**src/rtl/sprite_plotter.sv**
```systemverilog
// sprite_plotter
//   Sits between the game-control FSM and vga_adapter (160x120, 3-bit colour).
//   Takes one draw or erase request per req/ready handshake. It then writes every
//   pixel of the sprite's bounding box, one pixel per clock, and pulses done when
//   the sprite is finished.
//
// Ports
//   CLOCK_50  in   system clock
//   reset_n   in   synchronous, active-low reset
//   req       in   request valid; sampled only while ready=1
//   item      in   0 = garbage, 1 = press
//   erase     in   1 = paint the whole box black
//   pos       in   slot index: press 0..6 (7 is rejected); garbage uses pos[1:0]
//   ready     out  high in IDLE
//   done      out  one-cycle pulse at the end of every request, including rejected ones
//   err       out  qualifies done: 1 = request was rejected
//   x, y      out  pixel address
//   colour    out  {R,G,B}
//   plot      out  pixel write strobe; x/y/colour are valid while plot=1

module sprite_plotter #(
    parameter int unsigned SLOT_STEP = 20,
    parameter int unsigned PRESS_W   = 40,
    parameter int unsigned PRESS_H   = 60,
    parameter int unsigned PRESS_Y0  = 0,
    parameter int unsigned STEM_W    = 8,
    parameter int unsigned HEAD_H    = 8,
    parameter int unsigned GARB_W    = 20,
    parameter int unsigned GARB_H    = 20,
    parameter int unsigned GARB_XOFF = 10,
    parameter int unsigned GARB_Y0   = 100
) (
    input  logic       CLOCK_50,
    input  logic       reset_n,
    input  logic       req,
    input  logic       item,
    input  logic       erase,
    input  logic [2:0] pos,
    output logic       ready,
    output logic       done,
    output logic       err,
    output logic [7:0] x,
    output logic [6:0] y,
    output logic [2:0] colour,
    output logic       plot
);

    // Sprite geometry, pre-sized to the counter and address widths.
    localparam logic [5:0] PressWLast = 6'(PRESS_W - 1);
    localparam logic [5:0] PressHLast = 6'(PRESS_H - 1);
    localparam logic [5:0] GarbWLast  = 6'(GARB_W - 1);
    localparam logic [5:0] GarbHLast  = 6'(GARB_H - 1);
    localparam logic [5:0] StemLo     = 6'((PRESS_W - STEM_W) / 2);
    localparam logic [5:0] StemHi     = 6'((PRESS_W - STEM_W) / 2 + STEM_W - 1);
    localparam logic [5:0] HeadRow    = 6'(PRESS_H - HEAD_H);
    localparam logic [7:0] SlotStep   = 8'(SLOT_STEP);
    localparam logic [7:0] GarbXoff   = 8'(GARB_XOFF);
    localparam logic [6:0] PressY0    = 7'(PRESS_Y0);
    localparam logic [6:0] GarbY0     = 7'(GARB_Y0);

    localparam logic [2:0] ColBlack = 3'b000;
    localparam logic [2:0] ColGreen = 3'b010;
    localparam logic [2:0] ColWhite = 3'b111;

    typedef enum logic [1:0] {
        StIdle,
        StDraw,
        StDone
    } state_e;

    state_e     state_q, state_d;
    logic       item_q, item_d;
    logic       erase_q, erase_d;
    logic       err_q, err_d;
    logic [2:0] pos_q, pos_d;
    logic [5:0] col_q, col_d;
    logic [5:0] row_q, row_d;

    // ------------------------------------------------------------------
    // Pixel datapath (from latched request and counters)
    // ------------------------------------------------------------------
    logic [5:0] w_last, h_last;
    logic [7:0] slot;
    logic [7:0] base_x;
    logic [6:0] base_y;
    logic [7:0] pix_x;
    logic [6:0] pix_y;
    logic       in_stem, in_head;
    logic [2:0] pix_colour;

    always_comb begin
        w_last = item_q ? PressWLast : GarbWLast;
        h_last = item_q ? PressHLast : GarbHLast;

        // Garbage only has four slots, so it ignores pos[2].
        slot   = item_q ? {5'd0, pos_q} : {6'd0, pos_q[1:0]};
        base_x = item_q ? (slot * SlotStep) : (slot * SlotStep + GarbXoff);
        base_y = item_q ? PressY0 : GarbY0;

        pix_x  = base_x + {2'b00, col_q};
        pix_y  = base_y + {1'b0, row_q};

        in_stem = (col_q >= StemLo) && (col_q <= StemHi);
        in_head = (row_q >= HeadRow);

        // Every box pixel is written, so press draws also scrub stale background.
        if (erase_q) begin
            pix_colour = ColBlack;
        end else if (!item_q) begin
            pix_colour = ColGreen;
        end else if (in_stem || in_head) begin
            pix_colour = ColWhite;
        end else begin
            pix_colour = ColBlack;
        end
    end

    // ------------------------------------------------------------------
    // Next-state logic
    // ------------------------------------------------------------------
    always_comb begin
        state_d = state_q;
        item_d  = item_q;
        erase_d = erase_q;
        err_d   = err_q;
        pos_d   = pos_q;
        col_d   = col_q;
        row_d   = row_q;

        unique case (state_q)
            StIdle: begin
                if (req) begin
                    item_d  = item;
                    erase_d = erase;
                    pos_d   = pos;
                    col_d   = 6'd0;
                    row_d   = 6'd0;
                    // Press slot 7 would run off the right edge of the screen.
                    if (item && (pos == 3'd7)) begin
                        err_d   = 1'b1;
                        state_d = StDone;
                    end else begin
                        err_d   = 1'b0;
                        state_d = StDraw;
                    end
                end
            end

            StDraw: begin
                if (col_q == w_last) begin
                    col_d = 6'd0;
                    if (row_q == h_last) begin
                        state_d = StDone;
                    end else begin
                        row_d = row_q + 6'd1;
                    end
                end else begin
                    col_d = col_q + 6'd1;
                end
            end

            StDone: begin
                state_d = StIdle;
            end

            default: begin
                state_d = StIdle;
            end
        endcase
    end

    // ------------------------------------------------------------------
    // Outputs (Moore: decoded from registered state only)
    // ------------------------------------------------------------------
    always_comb begin
        ready  = 1'b0;
        done   = 1'b0;
        err    = 1'b0;
        plot   = 1'b0;
        x      = 8'd0;
        y      = 7'd0;
        colour = 3'd0;

        unique case (state_q)
            StIdle: begin
                ready = 1'b1;
            end
            StDraw: begin
                plot   = 1'b1;
                x      = pix_x;
                y      = pix_y;
                colour = pix_colour;
            end
            StDone: begin
                done = 1'b1;
                err  = err_q;
            end
            default: begin
                ready = 1'b0;
            end
        endcase
    end

    // ------------------------------------------------------------------
    // State register
    // ------------------------------------------------------------------
    always_ff @(posedge CLOCK_50) begin
        if (!reset_n) begin
            state_q <= StIdle;
            item_q  <= 1'b0;
            erase_q <= 1'b0;
            err_q   <= 1'b0;
            pos_q   <= 3'd0;
            col_q   <= 6'd0;
            row_q   <= 6'd0;
        end else begin
            state_q <= state_d;
            item_q  <= item_d;
            erase_q <= erase_d;
            err_q   <= err_d;
            pos_q   <= pos_d;
            col_q   <= col_d;
            row_q   <= row_d;
        end
    end

endmodule
```
**config.mk**
```make
export PLATFORM = sky130hd
export DESIGN_NAME = sprite_plotter
export DESIGN_NICKNAME = d
export VERILOG_FILES = /design/src/rtl/sprite_plotter.sv
export SDC_FILE = /design/constraint.sdc
export NUM_CORES = 1
export LEC_CHECK = 0
export BUFFER_PORTS_ARGS = -buffer_cell sky130_fd_sc_hd__buf_4
export CAP_MARGIN = 15
export CORE_ASPECT_RATIO = 1.25
export CORE_MARGIN = 8
export CORE_UTILIZATION = 50
export DETAILED_ROUTE_END_ITERATION = 6
export PLACE_DENSITY = 0.79
export SYNTH_ARGS = -nofsm -noshare
export SYNTH_HDL_FRONTEND = slang
export SYNTH_SLANG_ARGS = --single-unit
export TNS_END_PERCENT = 10
```
**constraint.sdc**
```tcl
create_clock -name CLOCK_50 -period 3.03 [get_ports CLOCK_50]
set_input_delay 0.606 -clock CLOCK_50 [delete_from_list [all_inputs] [get_ports CLOCK_50]]
set_output_delay 0.606 -clock CLOCK_50 [all_outputs]
set_load 0.01 [all_outputs]
```
==> results.toml, run 1 <==
[synth]
ys_ff_latch = 20
synthArstFlopShare_pct = 0
syn_avg_cell_area_sq_um = 8.08
ys.warnings.count = 0
synth-seq-area-share_pct = 26.0
synth_cells = 191
synth_ff_type = "dfxtp_1"
synth-edff-count = 0
synth_area_sq_um = 1540
synth_fp_nets = 215
ys_types = 47

[sta]
finalHoldViolCount = 0
finalSetupViolCount = 3
setup_slack_ns = -0.0368
fin_crit_sh_pct = 101
slew_violations = 0
fmax_mhz = 326
fin_skew_ns = 0.00983
holdWs_ns = 0.462
rsz0062_at_grt = "yes"
min_period_ns = 3.07
tightest_slew_ns = 0.514
relSlewSlack_pct = 65.6

[final_layout]
nets = 246
layout_common_cells = "buf_4, nor2_1, dfxtp_1, nand2_1, a21oi_1"
drive_gt1_share_pct = 25.0
fin_area_sq_um = 1890
fillerInstances = 274
fin_util_pct = 64.1
final_cells = 256
final_common_cell = "buf_4"
diodes = 0
areaGrowthSynthToFinish_pct = 22.3

[run]
maxCapViolations = 0

[grt]
grt_usage_pct = 14.5
grt_max_degree = 18
grt_antenna_before_repair = 0
grt_overflow_total = 0
grt_pass1_wl_microns = 6300
grt_pass1_vias = 1520

[floorplan]
start_util_pct = 52.4
die_height_microns = 78.1
io_pins = 30
placementRows = 22
dieArea_sq_um = 5130
die_x_microns = 65.7
core_sq_um = 2950

[critical_path]
critical_path_arrival_ns = 2.46
path_class = "flip-flop to primary output"
path_max_fanout = 3
startpoint_type = "flip-flop"
worstPathRequired_ns = 2.42
end_kind = "primary output"

[clock_network]
cts_buffer_depth = 2
clkTransAtPathRegs_ns = 0.10
cts_hold_buffers = 0
cts_sinks = 20
cts_tree = "built"
htree_num_levels = 1
ctsRootBufferMaster = "clkbuf_4"
clk_latency_ns = 0.30
numCtsBuffers = 3

[drt]
drtPass1Iterations = 4
ant_nets = 0
routed_wl_microns = 3680
route.detailed.drc = 0
drt_iter0_markers = 38
routed_via_density = 5.70
via_count = 1460
wl_per_cell_microns = 14.4

[pwr]
leakage_nw = 0.803
p_per_area_nw_per_um2 = 321
vdd_ir_drop_max_v = 0.000323

[min_path]
min-delay-path-class = "flip-flop to flip-flop"

[place]
post-place-ws_ns = 0.0342
place_area_sq_um = 1800
hpwl_microns = 2770
place_congestion = 0.774
port_buffers = 29
dp.cells = 252

[run_status]
violations = "setup timing"
status = "finished, violations left"
==> area by class of cell <==
class | instances | area [sq um] | share of cell area (%)
repair buffers | 35 | 263 | 13.9
well taps | 36 | 45.0 | 2.39
flip-flops and latches | 20 | 402 | 21.3
inverters | 7 | 26.3 | 1.39
clock buffers | 3 | 22.5 | 1.19
multi-input cells | 155 | 1130 | 59.8
==> synth_stat cells (3+ instances only) <==
| library cell | instances | area share [%] |
|---|---|---|
| xor2_1 | 9 | 5.1 |
| nand2_1 | 15 | 3.6 |
| inv_1 | 6 | 1.5 |
| o21ai_0 | 4 | 1.3 |
| nor2_1 | 26 | 6.3 |
| nand3_1 | 9 | 2.9 |
| ha_1 | 15 | 12 |
| xnor2_1 | 6 | 3.4 |
| a21oi_1 | 15 | 4.9 |
| a21o_1 | 3 | 1.5 |
| clkbuf_1 | 6 | 1.5 |
| and2_1 | 7 | 2.8 |
| mux2i_1 | 3 | 1.9 |
| nand4_1 | 3 | 1.2 |
| dfxtp_1 | 20 | 26 |
| nor3_1 | 4 | 1.3 |
==> cell families (layout without fill, tap and decap cells) <==
group	count (synthesis)	count (layout)	synth area share (%)
muxes	4	4	2.68
buffers and inverters	16	45	4.70
adders and majority gates	16	16	13.5
and+or+nand+nor	83	83	27.5
AOI/OAI and AO/OA	37	37	17.2
xor gates and xnor gates	15	15	8.52
DFF	20	20	26.0
==> through the flow <==
step	setup TNS, ns	total power [W]
global route	-0.347	0.000639
global placement	0	0.000476
detailed placement	0	0.000479
CTS	-0.0569	0.000608
finish	-0.0552	0.000605
floorplan	0	0.000408
==> state kept, by name (all words and copies together) (netlist names) <==
register,count
col_q,6
row_q,6
pos_q,3
state_q,2
erase_q,1
err_q,1
item_q,1
==> final timing paths <==
| path | cells after the start | start | endpoint | slack, ns |
|---|---|---|---|---|
| hold reg to reg | 2 | pos_q[2]$_SDFFE_PN0P_ | pos_q[2]$_SDFFE_PN0P_ | 0.46 |
| hold / removal | 2 | pos_q[2]$_SDFFE_PN0P_ | pos_q[2]$_SDFFE_PN0P_ | 0.46 |
| setup reg to reg | 9 | item_q$_SDFFE_PN0P_ | row_q[1]$_SDFFE_PN0P_ | 0.77 |
| setup / recovery | 10 | item_q$_SDFFE_PN0P_ | x[7] | -0.04 |
==> layer usage <==
layer	global-route usage (%)	wire (microns)	vias up
met4	8.97	86	0
met3	2.84	205	12
met5	0	0	-
li1	-	-	729
met2	24.8	1820	42
met1	15.8	1560	677
==> worst max-delay path: stages (launching register included) <==
cell and delay (ns):
dfxtp_2 0.33, and2_4 0.16, ha_4 0.28, ha_4 0.19, mux2_4 0.28, ha_4 0.27
a21o_1 0.16, a21oi_2 0.07, nor3_1 0.22, nor3b_2 0.07, buf_4 0.14
==> what timing repair did <==
item	CTS	global route
endpoints found under the setup margin	4	3
pin swaps	3	1
endpoints found under the hold margin	0	0
buffers inserted	1	0
gates resized for setup	9	2
==> where the power goes <==
group	internal [W]	switching [W]	leakage (nW)
Sequential	0.000274	0.0000153	0.163
Clock	0.0000463	0.0000758	0.0138
Combinational	0.0000858	0.000108	0.626
Total	0.000406	0.000199	0.803
Note: power is estimated with default switching activity, not from simulation.
==> inputs of run 2 (changes only) <==
- CORE_ASPECT_RATIO: 1.25 -> 0.75
- RECOVER_POWER: default -> 100
==> run 2 against run 1 <==
- clock power is 120% higher
- via count fell by 2.6%
- the flow still finishes with violations (setup timing)
- critical path depth did not move
- sequential cell count stayed put
- combinational power about the same
- global-route usage decreased by 0.31 points
- critical endpoint unchanged
- wire length down 0.73%
- power rose by 24%
==> results.toml, run 2 (synthesis gave the netlist of run 1 again) <==
[place]
place_congestion = 0.797
hpwl_microns = 2810
post-place-ws_ns = 0.0202
port_buffers = 29
place_area_sq_um = 1800

[pwr]
leakage_nw = 0.799
finalPower_w = 0.000748
vdd_ir_drop_max_v = 0.000256
p_per_area_nw_per_um2 = 392

[drt]
route.detailed.drc = 0
wl_per_cell_microns = 14.0
routed_via_density = 5.47
via_count = 1422
drtPass1Iterations = 4
drt_iter0_markers = 159
routed_wl_microns = 3650
ant_nets = 0

[final_layout]
nets = 247
diodes = 0
areaGrowthSynthToFinish_pct = 23.8
fin_area_sq_um = 1910
fillerInstances = 263
layout_common_cells = "buf_4, nor2_1, dfxtp_1, nand2_1, a21oi_1"
drive_gt1_share_pct = 21.2
final_common_cell = "buf_4"
top_regs = "col_q x6, row_q x6, pos_q x3"

[sta]
tightest_slew_ns = 0.499
finalSetupViolCount = 1
finalHoldViolCount = 0
fmax_mhz = 327
rsz0062_at_grt = "yes"
holdWs_ns = 0.460
fin_skew_ns = 0.00124
relSlewSlack_pct = 66.7
slew_violations = 0
min_period_ns = 3.05
setup_slack_ns = -0.0242
fin_crit_sh_pct = 101

[critical_path]
critical_path_arrival_ns = 2.45
path_max_fanout = 3
startpoint_type = "flip-flop"
end_kind = "primary output"
path_class = "flip-flop to primary output"
worstPathRequired_ns = 2.42

[grt]
grt_antenna_before_repair = 0
grt_max_degree = 17
grt_pass1_vias = 1319
grt_usage_pct = 14.2
grt_pass1_wl_microns = 6060
grt_overflow_total = 0

[floorplan]
die_x_microns = 80.1
core_sq_um = 2940
io_pins = 30
start_util_pct = 52.6
die_height_microns = 64.1
dieArea_sq_um = 5140
placementRows = 17

[clock_network]
clk_latency_ns = 0.26
cts_buffer_depth = 2
htree_num_levels = 1
clkTransAtPathRegs_ns = 0.08
cts_tree = "built"
ctsRootBufferMaster = "clkbuf_8"
cts_sinks = 20
numCtsBuffers = 3

[run]
maxCapViolations = 0

[min_path]
min-delay-path-class = "flip-flop to flip-flop"

[run_status]
violations = "setup timing"
status = "finished, violations left"
[run 2: changes by cell type in the layout (fill, tap and decap cells not counted), sizes merged]
cell | before | now
bufinv | 0 | 1
clkbuf | 3 | 10
buf | 35 | 29
[run 2: path summary, 6_finish.rpt]
kind / endpoint / slack, ns / start / cells past startpoint
worst max-delay path: x[7] / -0.02 / pos_q[2]$_SDFFE_PN0P_ / 10
worst min register to register: pos_q[2]$_SDFFE_PN0P_ / 0.46 / pos_q[2]$_SDFFE_PN0P_ / 2
worst max register to register: row_q[4]$_SDFFE_PN0P_ / 0.75 / item_q$_SDFFE_PN0P_ / 9
worst min-delay path: pos_q[2]$_SDFFE_PN0P_ / 0.46 / pos_q[2]$_SDFFE_PN0P_ / 2
[run 2: critical path: stages, from the launching register on]
cell     delay [ns]
dfxtp_2        0.32
and2_4         0.16
ha_4           0.28
ha_4           0.19
mux2_4         0.28
ha_4           0.22
a21o_1         0.18
a21oi_2        0.18
o21ai_0        0.08
nor3b_2        0.16
buf_4          0.14
[run 2: routing by layer]
| layer | vias to the layer above | GRT usage, % | routed length [microns] |
|---|---|---|---|
| li1 | 739 | - | - |
| met1 | 630 | 20.3 | 1860 |
| met2 | 51 | 20.3 | 1480 |
| met3 | 2 | 3.63 | 301 |
| met4 | 0 | 3.62 | 10 |
| met5 | - | 0 | 0 |
[run 2: cell type report]
class	instances	area, sq um	area share, %
inverters	7	26.3	1.38
multi-input cells	155	1110	58.3
clock buffers	3	41.3	2.16
clock inverters	1	30.0	1.57
flip-flops and latches	20	403	21.1
repair buffers	36	248	13.0
well taps	38	47.5	2.49
[run 2: through the flow]
step	TNS [ns]	util (%)	cells
6_report	-0.0242	65.1	260
5_1_grt	-0.148	65.1	260
4_1_cts	-0.0179	65.4	259
3_5_place_dp	0	61.5	254
3_3_place_gp	0	61.5	254
2_1_floorplan	0	-	191
[run 2: where the power goes]
group	internal [W]	total [W]	switching (W)
Combinational	0.0000814	0.000191	0.000109
Sequential	0.000274	0.000289	0.0000150
Clock	0.000176	0.000269	0.0000923
Total	0.000532	0.000748	0.000216
[run 2: repair_timing]
action	CTS	global route
pin swaps	3	6
endpoints found under the setup margin	4	3
setup buffers	1	1
hold buffers	0	0
gates resized for setup	7	5
